**config.mk**
```make
export PLATFORM = sky130hd
export DESIGN_NAME = sisc_fetch_unit
export DESIGN_NICKNAME = d
export VERILOG_FILES = /design/src/rtl/sisc_fetch_unit.sv
export SDC_FILE = /design/constraint.sdc
export NUM_CORES = 1
export LEC_CHECK = 0
export ABC_AREA = 1
export CAP_MARGIN = 20
export CORE_MARGIN = 2
export CORE_UTILIZATION = 45
export CTS_CLUSTER_SIZE = 24
export DETAILED_ROUTE_END_ITERATION = 8
export DONT_BUFFER_PORTS = 1
export PLACE_DENSITY = 0.68
export SYNTH_ARGS = -nofsm -noshare
export SYNTH_HDL_FRONTEND = slang
export SYNTH_SLANG_ARGS = --single-unit
```
**constraint.sdc**
```tcl
create_clock -name clk -period 6 [get_ports clk]
set_input_delay 0.3 -clock clk [delete_from_list [all_inputs] [get_ports clk]]
set_output_delay 0.3 -clock clk [all_outputs]
set_load 0.02 [all_outputs]
```
**src/rtl/sisc_fetch_unit.sv**
```systemverilog
// sisc_fetch_unit: instruction-side companion to the SISC control FSM.
// Owns PC, IR and status register and runs a req/ack fetch handshake to
// instruction memory. Branch evaluation and status writes are applied here.
// Optional feature macro: IMEM_TIMEOUT_EN abandons a fetch after TIMEOUT
// WAIT cycles without imem_ack (IR <= NOOP, sticky fetch_err).
module sisc_fetch_unit #(
    parameter int PC_W    = 16,
    parameter int TIMEOUT = 16
) (
    input  logic            clk,
    input  logic            rst,
    input  logic            fetch_req,
    input  logic            br_en,
    input  logic            br_rel,
    input  logic            br_neg,
    input  logic            stat_we,
    input  logic [3:0]      stat_in,
    output logic            imem_req,
    output logic [PC_W-1:0] imem_addr,
    input  logic            imem_ack,
    input  logic [31:0]     imem_data,
    output logic [3:0]      opcode,
    output logic [3:0]      mm,
    output logic [3:0]      rd,
    output logic [3:0]      rs,
    output logic [3:0]      rt,
    output logic [15:0]     imm,
    output logic [3:0]      stat,
    output logic [PC_W-1:0] pc,
    output logic            fetch_done,
    output logic            fetch_err
);

    typedef enum logic [1:0] {
        S_IDLE = 2'd0,
        S_WAIT = 2'd1,
        S_DONE = 2'd2
    } state_e;

    state_e            state_q, state_d;
    logic [PC_W-1:0]   pc_q, pc_d;
    logic [PC_W-1:0]   addr_q, addr_d;
    logic [31:0]       ir_q, ir_d;
    logic [3:0]        stat_q, stat_d;
    logic              req_q, req_d;
    logic              done_q, done_d;
    logic              br_taken;
    logic [PC_W-1:0]   br_target;
    logic              tmo_hit;

`ifdef IMEM_TIMEOUT_EN
    localparam int CNT_W = $clog2(TIMEOUT) + 1;
    localparam logic [CNT_W-1:0] TMO_LAST = CNT_W'(TIMEOUT - 1);

    logic [CNT_W-1:0]  cnt_q, cnt_d;
    logic              err_q, err_d;

    // Timeout fires on the last permitted WAIT cycle if memory stays silent.
    always_comb begin
        tmo_hit = (state_q == S_WAIT) && !imem_ack && (cnt_q == TMO_LAST);
        cnt_d   = '0;
        err_d   = err_q | tmo_hit;
        if (state_q == S_WAIT && !imem_ack && !tmo_hit) begin
            cnt_d = cnt_q + CNT_W'(1);
        end
    end

    // Timeout counter and sticky error flag.
    always_ff @(posedge clk or posedge rst) begin
        if (rst) begin
            cnt_q <= '0;
            err_q <= 1'b0;
        end else begin
            cnt_q <= cnt_d;
            err_q <= err_d;
        end
    end

    assign fetch_err = err_q;
`else
    assign tmo_hit   = 1'b0;
    assign fetch_err = 1'b0;
`endif

    // Branch condition uses the registered stat, so a same-cycle stat_we
    // has no effect on it; target is absolute imm or PC + sign-extended imm.
    always_comb begin
        if (br_neg) begin
            br_taken = ((stat_q & ir_q[27:24]) == 4'b0000);
        end else begin
            br_taken = ((stat_q & ir_q[27:24]) != 4'b0000);
        end
        if (br_rel) begin
            br_target = pc_q + PC_W'(signed'(ir_q[15:0]));
        end else begin
            br_target = PC_W'(ir_q[15:0]);
        end
    end

    // Next-state logic: fetch FSM, PC/IR/stat updates, registered outputs.
    always_comb begin
        state_d = state_q;
        pc_d    = pc_q;
        ir_d    = ir_q;
        stat_d  = stat_q;

        case (state_q)
            S_IDLE: begin
                if (fetch_req) begin
                    state_d = S_WAIT;
                end
            end
            S_WAIT: begin
                if (imem_ack) begin
                    ir_d    = imem_data;
                    pc_d    = pc_q + PC_W'(1);
                    state_d = S_DONE;
                end else if (tmo_hit) begin
                    ir_d    = '0;
                    state_d = S_DONE;
                end
            end
            S_DONE: begin
                state_d = S_IDLE;
            end
            default: begin
                state_d = S_IDLE;
            end
        endcase

        // A taken branch overrides the post-fetch increment.
        if (br_en && br_taken) begin
            pc_d = br_target;
        end

        if (stat_we) begin
            stat_d = stat_in;
        end

        // Address is frozen for the whole WAIT phase, otherwise follows PC.
        if (state_q == S_WAIT && state_d == S_WAIT) begin
            addr_d = addr_q;
        end else begin
            addr_d = pc_d;
        end

        req_d  = (state_d == S_WAIT);
        done_d = (state_d == S_DONE);
    end

    // State and architectural registers.
    always_ff @(posedge clk or posedge rst) begin
        if (rst) begin
            state_q <= S_IDLE;
            pc_q    <= '0;
            addr_q  <= '0;
            ir_q    <= '0;
            stat_q  <= '0;
            req_q   <= 1'b0;
            done_q  <= 1'b0;
        end else begin
            state_q <= state_d;
            pc_q    <= pc_d;
            addr_q  <= addr_d;
            ir_q    <= ir_d;
            stat_q  <= stat_d;
            req_q   <= req_d;
            done_q  <= done_d;
        end
    end

    assign imem_req   = req_q;
    assign imem_addr  = addr_q;
    assign fetch_done = done_q;
    assign pc         = pc_q;
    assign stat       = stat_q;
    assign opcode     = ir_q[31:28];
    assign mm         = ir_q[27:24];
    assign rd         = ir_q[23:20];
    assign rs         = ir_q[19:16];
    assign rt         = ir_q[15:12];
    assign imm        = ir_q[15:0];

endmodule

```
==> results of run 1 <==
stage by stage:
| stage | utilization | area, um^2 | hold WS (ns) |
|---|---|---|---|
| 6_report | 0.4854 | 4464 | 0.03662 |
| 5_1_grt | 0.4854 | 4464 | 0.03123 |
| 4_1_cts | 0.4854 | 4464 | 0.02636 |
| 3_5_place_dp | 0.4650 | 4277 | 0.4138 |
| 3_3_place_gp | 0.4650 | 4277 | 0.4120 |
| 2_1_floorplan | - | 4227 | 0.4076 |
cells by family after synthesis:
kind of cell             count (synthesis)  share of synthesized area
AND/OR/NAND/NOR                        360                     0.3597
buffers and inverters                   92                    0.08881
flip-flops                              72                     0.4263
AO/OA/AOI/OAI                           46                    0.05980
adder cells (fa/ha/maj)                 17                    0.05210
XOR/XNOR                                 6                    0.01243
other                                    1                  0.0008872
power by group through the flow:
stage	logic, uW	registers (uW)	clock network, uW
global placement	1130	1260	0
detailed placement	1160	1260	0
finish	1160	1250	371
global route	1370	1280	401
CTS	1170	1250	381
floorplan	994	1150	0
worst reg2reg max path, stage by stage, from the launching register on:
cell and delay (ns):
dfrtp_1 0.42, nand3_4 0.30, clkinv_2 0.64, nand3_1 0.33
nor2_1 0.08, xor2_1 0.14, nand2_1 0.09, o21ai_2 0.09
nand2_1 0.09, nand2_1 0.05
worst paths after layout:
path,endpoint,start
max,imem_addr[4]$_DFFE_PP0N_,state_q[0]$_DFF_PP0_
max reg2reg,imem_addr[4]$_DFFE_PP0N_,state_q[0]$_DFF_PP0_
min in group asynchronous,ir_q[27]$_DFFE_PP0P_,rst
min reg2reg,state_q[0]$_DFF_PP0_,state_q[1]$_DFF_PP0_
min,stat[0]$_DFFE_PP0P_,stat_we
max in group asynchronous,imem_addr[13]$_DFFE_PP0N_,rst
layout by cell type (no fill, tap or decap), types with 2 or more instances in the layout:
cell and instances:
buf_4 2, nand3b_1 5, a21oi_1 12, dfrtp_1 72
xor2_1 4, nand2_2 2, clkbuf_8 10, clkinvlp_4 2
clkinv_4 2, nor2_4 3, inv_2 5, inv_6 2
nand4_1 5, inv_1 66, o22ai_1 2, nand2_1 247
o21ai_0 20, and2_1 2, o21ai_1 6, nor3_1 4
nand3_1 42, nor2_1 43, xnor2_1 2, ha_1 16
Yosys cell counts (3+ instances only):
| master | count | share of area |
|---|---|---|
| dfrtp_1 | 72 | 0.43 |
| inv_1 | 67 | 0.060 |
| buf_4 | 5 | 0.0089 |
| o21ai_0 | 20 | 0.024 |
| nand4_1 | 5 | 0.0074 |
| o21ai_1 | 6 | 0.0071 |
| xor2_1 | 4 | 0.0083 |
| a21oi_1 | 12 | 0.014 |
| ha_1 | 16 | 0.047 |
| buf_2 | 8 | 0.0095 |
| inv_2 | 4 | 0.0036 |
| nand3_1 | 42 | 0.050 |
| nand3b_1 | 5 | 0.0089 |
| clkbuf_1 | 7 | 0.0062 |
| nor2_4 | 3 | 0.0080 |
| nand2_1 | 247 | 0.22 |
| nor3_1 | 4 | 0.0047 |
| nor2_1 | 43 | 0.038 |
cell type report:
| cell class | instances | area [um^2] | share of cell area |
|---|---|---|---|
| Inverter | 72 | 271.5 | 0.06082 |
| Sequential cell | 72 | 1802 | 0.4036 |
| Multi-Input combinational cell | 430 | 2049 | 0.4591 |
| Tap cell | 111 | 138.9 | 0.03111 |
| Timing Repair Buffer | 2 | 15.01 | 0.003363 |
| Clock buffer | 10 | 137.6 | 0.03083 |
| Clock inverter | 6 | 50.05 | 0.01121 |
registers in the layout, summed over array words and instances (netlist names):
name,cells
pc,16
state_q,2
ir_q,32
imem_req,1
stat,4
fetch_done,1
imem_addr,16
layer usage:
metal,share of wire,GRT usage
met5,0,0
met4,0.010,0.05405
met3,0.066,0.05825
met2,0.47,0.3385
met1,0.45,0.2799
==> summary.md, run 1 <==
| Metric | Value |
|---|---|
| Logic pwr share | `0.418` |
| Top FF cell, synth | `dfrtp_1` |
| Switching pwr | `1496 uW` |
| Clock Path Buffers | `2` |
| Int Pwr | `1290 uW` |
| Worst-Skew Late Latency | `0.36 ns` |
| Worst Hold Class | `in -> reg` |
| Register-to-register setup slack | `3.67 ns` |
| Core Region | `9196 um^2` |
| Setup_tns | `0 ns` |
| Post-synth ARST share | `1.000` |
| CP Class | `reg -> reg` |
| Number of register bits inferred by synthesis | `72` |
| Clock group share of total power | `0.133` |
| Buf+Inv Stages, Crit Path | `1` |
| WL/cell | `14.58 um` |
| Worst r2r path cells | `9` |
| # DRC | `0` |
| Mapped cell area | `4227 um^2` |
| Num rows | `35` |
| Critical path required time | `6.25 ns` |
| Number of port buffers | `0` |
| Number of gates resized after CTS | `0` |
| WHS Path Cells | `1` |
| Max incr delay on CP | `0.64 ns` |
| # hold bufs at CTS | `0` |
| GR Util All Layers | `0.2098` |
| Overall power | `2786 uW` |
| Width of the die | `100.9 um` |
| Setup Fix Bufs, Post-CTS | `0` |
| Mean Syn Cell Area | `7.115 um^2` |
| Worst vdd ir | `217.3 uV` |
| Initial DRC Count | `193` |
| Placer's final routability congestion estimate | `0.8557` |
| Root buf cell | `clkbuf_8` |
| Num CTS Buffers | `9` |
| CP delay by family, top | `simple AND/OR/NAND/NOR gates` |
| Area grow syn2layout | `5.625%` |
| Largest net degree at the start of global routing | `73` |
| Post-route ant nets | `0` |
| Sw frac | `0.5371` |
| Synthesized Nets | `655` |
| Crit-path cells | `nand3_4 > clkinv_2 > nand3_1 > nor2_1 > xor2_1 > nand2_1 > o21ai_2 > nand2_1 > nand2_1` |
| Antenna violations before repair | `0` |
| Vias in the first global route | `3491` |
| Max cap viols | `0` |
| Flop pwr share | `0.449` |
| Pre-Repair DR Iteration Count | `5` |
| Fmax | `0.4291 GHz` |
| Worst Setup End Kind | `register` |
| Share of layout cells above drive strength 1 | `0.06081` |
| Period utilization | `0.3884` |
| Post-synthesis sequential area ratio | `0.4263` |
| Endpoints failing setup | `0` |
| Vias/cell | `5.119` |
| Routed via count | `3599` |
| Die Span Y | `100.9 um` |
| Post-place setup slack | `3.652 ns` |
| Max-slew headroom | `0.3859` |
| H-tree levels | `3` |
| Initial Util | `0.4596` |
| Synthesized instance count | `594` |
| Worst-path clk slew | `0.09 ns` |
| Worst Tran Pin Value | `0.9211 ns` |
| RSZ-0062 raised after global routing | `false` |
| Status | `finished clean` |
| YS warnings | `0` |
| Skew final | `0.01235 ns` |
| Ant diodes | `0` |
| Nets | `648` |
| GRT overflow | `0` |
| Non-filler cells, final | `703` |
| Fin. Hold Viols | `0` |
| Final-layout fill cell count | `925` |
| Pwr Density | `624.1 nW/um^2` |
| Die area | `10180 um^2` |
| Crit path max-delay cell type | `clkinv_2` |
| Io pins | `119` |
| CP Max Fanout | `52` |
| Pleak | `0.002471 uW` |
| CP startpoint kind | `register` |
| Most frequent CP cell | `nand2_1` |
| Final HPWL DP | `7471 um` |
| Worst path depth | `9` |
| First-pass GRT wire length | `16770 um` |
| CTS tree | `built` |
| Clock sinks | `72` |
| Fin crit period | `2.331 ns` |
| Post-Route WL | `10250 um` |
| Library cells used by synthesis | `38` |
| Final Max Slew Viols | `0` |
| Final setup margin | `3.669 ns` |
| Post-synth EDFFs | `0` |
| Post-placement cell count | `687` |
| Data arrival, critical path | `2.58 ns` |
(Power assumes the default switching activity.)
==> run 2: changes to the inputs <==
PLACE_DENSITY = 0.7   (was 0.68)
clock period = 1.88 ns   (was 6 ns; I/O delays follow)
==> run 2 against run 1 <==
Compared with the run above: the run now ends with hold timing, setup timing left; via count rose by 14%; clock skew grew 0.00061 ns; non-clock buffer count is 92 higher; largest power group is now combinational cells.
==> summary.md, run 2 (same netlist as run 1, synthesis figures left out) <==
| Metric | Value |
|---|---|
| Failing checks | `hold timing, setup timing` |
| Largest net degree at the start of global routing | `50` |
| Worst vdd ir | `645.1 uV` |
| Routed via count | `4095` |
| Die Span Y | `100.9 um` |
| GR Util All Layers | `0.2420` |
| Worst-path clk slew | `0.08 ns` |
| Initial DRC Count | `276` |
| CP Class | `reg -> reg` |
| Top reg by flops | `ir_q` |
| Io pins | `119` |
| Post-route ant nets | `0` |
| Fmax | `0.5202 GHz` |
| CP Max Fanout | `3` |
| Fin. Hold Viols | `7` |
| Max-slew headroom | `0.6534` |
| Grt met1 use | `0.3031` |
| Status | `finished with violations` |
| Overall power | `10890 uW` |
| Clock Path Buffers | `2` |
| Vias in the first global route | `4100` |
| Final HPWL DP | `8087 um` |
| Hold slack | `-0.09130 ns` |
| Worst Tran Pin Value | `0.5188 ns` |
| Period utilization | `1.023` |
| RSZ-0062 raised after global routing | `true` |
| Routing usage on met3 | `0.07282` |
| Register-to-register setup slack | `-0.04 ns` |
| H-tree levels | `3` |
| Clock sinks | `72` |
| Pre-Repair DR Iteration Count | `5` |
| Final Util | `0.6054` |
| Met2 Use GR | `0.3949` |
| Grt peak-use layer | `met2` |
| Skew final | `0.01296 ns` |
| Root buf cell | `clkbuf_8` |
| Worst r2r path cells | `13` |
| R2r startpoint | `ir_q[0]$_DFFE_PP0P_` |
| WL/cell | `14.94 um` |
| CTS tree | `built` |
| Endpoints failing setup | `2` |
| Num rows | `35` |
| Reg2Reg Capture Point | `imem_addr[8]$_DFFE_PP0N_` |
| Number of port buffers | `0` |
| Width of the die | `100.9 um` |
| Ant diodes | `0` |
| Placer's final routability congestion estimate | `0.9381` |
| Initial Util | `0.4596` |
| Commonest non-fill, non-tap cell in the layout | `nand2_1` |
| Nets | `740` |
| Critical Path Source | `ir_q[0]$_DFFE_PP0P_` |
| Area grow syn2layout | `31.73%` |
| Setup_tns | `-0.04297 ns` |
| WHS Path Cells | `2` |
| Post-Route WL | `11880 um` |
| Worst Hold Class | `in -> reg` |
| Pleak | `0.002915 uW` |
| Final setup margin | `-0.04251 ns` |
| First-pass GRT wire length | `19200 um` |
| Critical path required time | `2.13 ns` |
| Commonest non-fill, non-tap cells in the layout | `235 x nand2_1, 70 x dfrtp_1, 64 x inv_1` |
| Num CTS Buffers | `9` |
| Max reg flops | `32` |
| Max cap viols | `0` |
| Area of the multi-input gates | `2288 um^2` |
| Vias/cell | `5.151` |
| Min-Delay Startpoint | `br_rel` |
| CP startpoint kind | `register` |
| Fin crit period | `1.923 ns` |
| Die area | `10180 um^2` |
| GRT overflow | `0` |
| Register area | `1804 um^2` |
| Data arrival, critical path | `2.17 ns` |
| Final-layout fill cell count | `779` |
| Worst Setup End Kind | `register` |
| WHS Endpoint | `pc[6]$_DFF_PP0_` |
| Pwr Density | `1955 nW/um^2` |
| Worst-Skew Late Latency | `0.36 ns` |
| Final Max Slew Viols | `0` |
| Share of layout cells above drive strength 1 | `0.1915` |
| # DRC | `0` |
| Antenna violations before repair | `0` |
| # hold bufs at CTS | `40` |
| Core Region | `9196 um^2` |
run 2: worst max-delay path by stage:
stage / slack (ns) / cells after the start / to
CTS: -0.03 / 13 / imem_addr[8]$_DFFE_PP0N_
global route: -0.14 / 13 / imem_addr[8]$_DFFE_PP0N_
finish: -0.04 / 13 / imem_addr[8]$_DFFE_PP0N_
detailed placement: -0.13 / 13 / imem_addr[8]$_DFFE_PP0N_
global placement: -0.09 / 13 / imem_addr[8]$_DFFE_PP0N_
floorplan: -0.07 / 13 / imem_addr[8]$_DFFE_PP0N_
run 2: repair_timing:
action                                  4_1_cts  5_1_grt
resized for setup                            12       31
pin swaps                                     2       10
buffers inserted                              1        4
gates cloned                                  0        0
endpoints found under the setup margin       12       19
endpoints found under the hold margin        71        8
run 2: worst max-delay path, stage by stage (launching register included):
cell and delay (ns):
dfrtp_2 0.43, ha_4 0.17, fa_2 0.35, nand2_2 0.09
nand2_1 0.06, nand2_2 0.07, nand2_2 0.08, a21oi_2 0.14
xor2_1 0.16, nand2_1 0.06, nand2_1 0.05, nand2_1 0.06
nand2_1 0.05, nand2_1 0.05
run 2: layer usage:
layer  part of all wire  vias to the layer above  wire length (um)
li1                   -                     2006                 -
met1               0.42                     1919              5030
met2               0.48                      143              5643
met3              0.077                       27               913
met4              0.024                        0               288
met5                  0                        -                 0
run 2: layout make-up:
| cell class | instances | area share |
|---|---|---|
| multi-input combinational | 430 | 0.4110 |
| inverter | 72 | 0.04944 |
| tap | 111 | 0.02494 |
| sequential | 72 | 0.3240 |
| timing repair buffer | 94 | 0.1499 |
| clock inverter | 7 | 0.01843 |
| clock buffer | 9 | 0.02225 |
run 2: per-stage QoR:
stage               setup slack, ns  area [um^2]  std cells
global route                -0.1433         5568        795
finish                     -0.04251         5568        795
floorplan                  -0.07257         4235        594
global placement           -0.08892         4663        734
CTS                        -0.02939         5376        791
detailed placement          -0.1270         4663        734
run 2: power breakdown:
group | internal [uW] | switching, uW
clock | 764 | 653
sequential | 2250 | 1060
combinational | 2460 | 3700
